[src/rtl/dla_cdc_pkg.sv]
// Shared types for the dla clock-crossing handshake blocks.
// Holds the destination FSM encoding and counter width.
package dla_cdc_pkg;

  localparam int SETTLE_CNT_W = 8;

  typedef enum logic [1:0] {
    IDLE   = 2'd0,
    SETTLE = 2'd1,
    ACK    = 2'd2
  } dla_cdc_hs_dst_state_t;

endpackage

[src/rtl/dla_clock_cross_handshake_dst.sv]
// Destination side of a 4-phase req/ack multi-bit clock crossing.
// Samples bundled data after settle, holds it in a 1-entry valid/ready slot.
module dla_clock_cross_handshake_dst
  import dla_cdc_pkg::*;
#(
  parameter int WIDTH         = 32,
  parameter int SETTLE_CYCLES = 1
) (
  input  logic             clk_dst,
  input  logic             i_dst_async_resetn,
  input  logic             i_req_sync,
  input  logic [WIDTH-1:0] i_src_data,
  output logic             o_ack,
  output logic             o_valid,
  output logic [WIDTH-1:0] o_data,
  input  logic             i_ready,
  output logic             o_error
);

  dla_cdc_hs_dst_state_t   state_q, state_d;
  logic [SETTLE_CNT_W-1:0] cnt_q, cnt_d;
  logic                    capture;
  logic                    err_set;
  logic                    slot_free;

  assign slot_free = !o_valid || i_ready;

  always_comb begin
    state_d = state_q;
    cnt_d   = cnt_q;
    capture = 1'b0;
    err_set = 1'b0;
    unique case (state_q)
      IDLE: begin
        if (i_req_sync) begin
          state_d = SETTLE;
          cnt_d   = SETTLE_CNT_W'(SETTLE_CYCLES);
        end
      end
      SETTLE: begin
        // Request vanishing before capture is a source protocol violation
        if (!i_req_sync) begin
          err_set = 1'b1;
          state_d = IDLE;
        end else if (cnt_q != '0) begin
          cnt_d = cnt_q - SETTLE_CNT_W'(1);
        end else if (slot_free) begin
          capture = 1'b1;
          state_d = ACK;
        end
      end
      ACK: begin
        if (!i_req_sync) state_d = IDLE;
      end
      default: state_d = IDLE;
    endcase
  end

  always_ff @(posedge clk_dst or negedge i_dst_async_resetn) begin
    if (!i_dst_async_resetn) begin
      state_q <= IDLE;
      cnt_q   <= '0;
      o_ack   <= 1'b0;
      o_error <= 1'b0;
    end else begin
      state_q <= state_d;
      cnt_q   <= cnt_d;
      o_ack   <= (state_d == ACK);
      o_error <= o_error | err_set;
    end
  end

  // Capture wins over drain so a same-edge refill leaves no bubble
  always_ff @(posedge clk_dst or negedge i_dst_async_resetn) begin
    if (!i_dst_async_resetn) begin
      o_valid <= 1'b0;
      o_data  <= '0;
    end else if (capture) begin
      o_valid <= 1'b1;
      o_data  <= i_src_data;
    end else if (o_valid && i_ready) begin
      o_valid <= 1'b0;
    end
  end

endmodule
[config.mk]
export PLATFORM = sky130hd
export DESIGN_NAME = dla_clock_cross_handshake_dst
export DESIGN_NICKNAME = d
export VERILOG_FILES = /design/src/rtl/dla_cdc_pkg.sv /design/src/rtl/dla_clock_cross_handshake_dst.sv
export SDC_FILE = /design/constraint.sdc
export NUM_CORES = 1
export LEC_CHECK = 0
export CAP_MARGIN = 20
export CORE_MARGIN = 2
export CORE_UTILIZATION = 39
export DETAILED_ROUTE_END_ITERATION = 16
export PLACE_DENSITY = 0.75
export SYNTH_ARGS = -nofsm -noshare
export SYNTH_HDL_FRONTEND = slang
export SYNTH_SLANG_ARGS = --single-unit
[constraint.sdc]
create_clock -name clk_dst -period 2.6 [get_ports clk_dst]
set_input_delay 0.26 -clock clk_dst [delete_from_list [all_inputs] [get_ports clk_dst]]
set_output_delay 0.26 -clock clk_dst [all_outputs]
set_load 0.01 [all_outputs]
== After elaboration in Yosys (flattened, before gate mapping) ==
Index checks and enable logic that the tools add are counted.

* Input bits: 36
* Logic and storage cells: 40
* Output and inout port bits: 35
* Register bits after elaboration: 45

* Eq/ne operators: 6
* Add/subtract/negate cells: 1
* Bitwise operators: 1
* Reduce and logical (&&, ||, !) cells: 8
* Muxes and demuxes: 18

{| class="wikitable"
|+ Operators by type and width
! kind !! count
|-
| $mux 8 || 3
|-
| $pmux 8 s2 || 1
|-
| $mux 2 || 5
|-
| $mux 1 || 8
|-
| $reduce_bool 8->1 || 1
|-
| $sub 8x1->8 const B || 1
|-
| $ne 2x2->1 const B || 3
|-
| $pmux 2 s3 || 1
|-
| $eq 2x2->1 const B || 2
|-
| $reduce_and 4->1 || 1
|-
| $reduce_bool 2->1 || 2
|-
| $eq 2x1->1 const B || 1
|-
| $logic_not 2->1 || 1
|-
| $logic_and 1x1->1 || 1
|-
| $logic_not 1->1 || 1
|-
| $logic_or 1x1->1 || 1
|-
| $or 1x1->1 || 1
|}

== Longest topological paths before layout ==
* Word-level depth: 7
* Depth in mapped cells: 8
* Mapped depth without buffers: 6

== Least setup slack after synthesis ==
No wires, ideal clock.

* Path type: flip-flop to flip-flop
* From: reg cnt_q[3]
* To: reg o_data[0]
* Data arrival time: 2.283 ns
* Slack: 0.192 ns
* Library setup time: 0.125 ns
* Clock period less this slack: 2.408 ns
* Required time: 2.475 ns
* Stages on the path, launching flop included: 7
* Buffers on the path: 2
* Path through: dfrtp_1 -> or4_4 -> or4_1 -> buf_2 -> nor3_4 -> buf_6 -> mux2_2

* Longest elaborated chain between the ends: 4

{| class="wikitable"
|+ RTL lines
! item !! RTL line !! RTL
|-
| start: declaration || dla_clock_cross_handshake_dst.sv:21 || <nowiki>logic [SETTLE_CNT_W-1:0] cnt_q, cnt_d;</nowiki>
|-
| start signal: assignment || dla_clock_cross_handshake_dst.sv:67 || <nowiki>cnt_q <= cnt_d;</nowiki>
|-
| $reduce_bool 8->1 || dla_clock_cross_handshake_dst.sv:45 || <nowiki>end else if (cnt_q != '0) begin</nowiki>
|-
| $mux 1 || dla_clock_cross_handshake_dst.sv:45 ||
|-
| $mux 1 || dla_clock_cross_handshake_dst.sv:42 || <nowiki>if (!i_req_sync) begin</nowiki>
|-
| $mux 1 || dla_clock_cross_handshake_dst.sv:33 || <nowiki>unique case (state_q)</nowiki>
|-
| end signal: assignment || dla_clock_cross_handshake_dst.sv:80 || <nowiki>o_data <= i_src_data;</nowiki>
|-
| end: declaration || dla_clock_cross_handshake_dst.sv:15 || <nowiki>output logic [WIDTH-1:0] o_data,</nowiki>
|}

No other way between the ends.
A chain may end at the register's enable or synchronous reset.

== Worst setup path after layout ==
* From: reg cnt_q[5]
* To: reg o_data[3]

Same word-level chain as after synthesis.

==> results_dict.tcl <==
set metrics [dict create \
    status "complete, no violations" \
    hold_viol 0 \
    clockBufferDepth 2 \
    grt-ovfl-total 0 \
    grt_usage_pct 15.2 \
    critPathMaxFanout 32 \
    finalSetupViolCount 0 \
    gp_congestion 0.758 \
    ff2ff_path_depth 5 \
    ys_seq_elements 45 \
    drive_gt1_share_pct 22.3 \
    seq_area_frac_synth_pct 59.8 \
    slowest_delay_ns 0.53 \
    vias 1343 \
    reg2reg_to "o_data[3]" \
    worstPathArrival_ns 2.53 \
    cts.sinks 45 \
    crit_path_end_kind "flip-flop" \
    die_x_um 73.5 \
    critPathLaunchType "flip-flop" \
    grt_max_degree 46 \
    wire_per_inst_um 14.4 \
    worstSetupPathType "reg -> reg" \
    timing.max_cap.violations 0 \
    synth-compound-area-share_pct 4.72 \
    rows 25 \
    worstMarginPinSlew_ns 0.455 \
    diodes 0 \
    dr.pass1.iters 2 \
    crit_chain "or4_4 -> or4_1 -> nor3_4 -> buf_12 -> mux2_2" \
    totalWireLength_um 3870 \
    dp_hpwl_um 2740 \
    nets 252 \
    cts_tree "built" \
    cts_buffers 5 \
    avgViaCountPerCell 4.99 \
    ir_worst_vdd_uv 429 \
    die_area_um2 5400 \
    ios 71 \
    start_util_pct 40.1 \
    core_area_um2 4690 \
    die_h_um 73.5 \
    drtIter0Drc 52 \
    synth_top_family_by_area "multiplexers" \
    synth_xor_area_share_pct 0 \
    place.port_buffers 70 \
    grt_pass1_wl_um 6210 \
    antenna_found_initial 0 \
    drc 0 \
    htreeDepth 2 \
    setup_tns_ns 0 \
    critPathRequiredTime_ns 2.78 \
    fin_crit_ns 2.35 \
    clock_tree.root_cell "clkbuf_8" \
    synth_nets 175 \
    syn_area_per_cell_um2 13.6 \
    power_density_nw_per_um2 1060 \
    min_path_type "in -> async" \
    grt_pass1_vias 1299 \
    synth_simple_gate_area_share_pct 10.2 \
    fmax_mhz 426 \
    hold_slack_ns 0.334 \
    critPathSlowestCell "or4_4" \
    critPathLaunch "cnt_q[5]" \
    yosysUniqueCellTypes 31 \
    power_leakage_nw 1.20 \
    final_max_slew_viol_count 0 \
    yosysWarnings 0 \
    r2r_slack_ns 0.25 \
    synthToLayoutAreaGrowth_pct 47.5 \
    clock_latency_ns 0.29 \
    skew_ns 0.00447 \
    r2r_start "cnt_q[5]" \
    rsz0062_at_grt "false" \
    synthAdderAreaFrac_pct 0.665 \
    synthMuxAreaShare_pct 21.3 \
    synthesis.area_um2 1880 \
    synth_cells 138 \
    slew-limit-headroom_pct 69.4 \
    cts.clk_slew.worst_paths_ns 0.08 \
    finalCritPeriodShare_pct 90.3 \
    postRouteAntennaNets 0 \
]
## state kept, by name, summed over array words and instances (netlist names)
| signal | flops |
|---|---|
| o_valid | 1 |
| o_error | 1 |
| o_ack | 1 |
| state_q | 2 |
| o_data | 32 |
| cnt_q | 8 |
## layout by cell type, fill, tap and decap left out, types with 4 or more instances in the layout
cell,instances
clkbuf_8,5
nor2_1,5
nand2_1,7
dfrtp_1,45
nand2b_1,6
mux2_2,33
inv_1,4
clkdlybuf4s50_1,69
## how the worst max path moves through the flow
stage                       endpoint  slack (ns)  cells after the start
final                      o_data[3]        0.25                      5
after global placement     o_data[7]        0.28                      5
after CTS                 o_data[25]        0.24                      5
after global routing       o_data[1]        0.18                      7
after floorplan            o_data[0]        0.19                      6
after detailed placement   o_data[9]        0.25                      5
## area by class of cell
cell class	instances	area, um2
Timing Repair Buffer	76	768
Inverter	4	15.0
Tap cell	54	67.6
Sequential cell	45	1130
Clock inverter	2	35.0
Multi-Input combinational cell	83	694
Clock buffer	5	68.8
Fill cell	402	1920
## metal layers
metal	part of all wire, %	track usage (%)	vias to the layer above
li1	-	-	634
met1	42	19.4	653
met2	48	24.3	51
met3	9.0	5.49	5
met4	1.1	4.24	0
met5	0	0	-
## synth_stat cells (all sizes together)
cell type,instances,area (um2)
o21bai,1,7.51
nor3,4,31.3
o21ai,3,15.0
and2,1,6.26
mux2,33,372
dfrtp,45,1130
nor3b,1,7.51
a22o,1,8.76
nor2b,2,12.5
o31ai,2,15.0
nor2,5,18.8
buf,4,38.8
nor4,2,12.5
a21oi,1,5.00
mux2i,3,30.0
o211ai,1,7.51
a31oi,1,6.26
inv,4,15.0
ha,1,12.5
or4,2,18.8
nand3,1,5.00
nand3b,1,7.51
o41ai,1,8.76
nand2b,6,37.5
clkbuf,2,7.51
o21a,2,15.0
nand2,7,26.3
or2b,1,7.51
## report_power, final
part           leakage, nW  internal, mW  switching [mW]
Combinational        0.579         0.795           0.463
Clock               0.0540         0.279           0.226
Sequential           0.563         0.997           0.175
Total                 1.20          2.07           0.864
## what timing repair did
action / 4_1_cts / 5_1_grt
gates resized for setup: 0 / 0
hold buffers: 0 / 1
hold endpoints to repair: 0 / 6
setup endpoints to repair: 0 / 0
buffers inserted: 0 / 0
## stage by stage
stage	worst slack, ns	utilization (%)	instance area [um2]	power [mW]	cells
final	0.251	59.1	2780	2.93	269
after detailed placement	0.247	56.3	2640	2.46	260
after CTS	0.239	58.5	2750	2.97	267
after global placement	0.284	56.3	2640	2.42	260
after floorplan	0.192	-	1880	1.79	138
after global routing	0.176	59.1	2780	3.14	269
## cells by family (layout without fill, tap and decap cells)
logic type	Yosys count	in the layout
AOI/OAI and AO/OA	13	13
buffers and inverters	10	87
DFF	45	45
muxes	36	36
adders and majority gates	1	1
and+or+nand+nor	33	33
## worst max-delay path, delay by kind of cell, from the launching register on
family                 cells  cell delay (ns)
muxes                      1             0.35
DFF                        1             0.42
and+or+nand+nor            3             1.23
buffers and inverters      1             0.23
(Power assumes the default switching activity.)
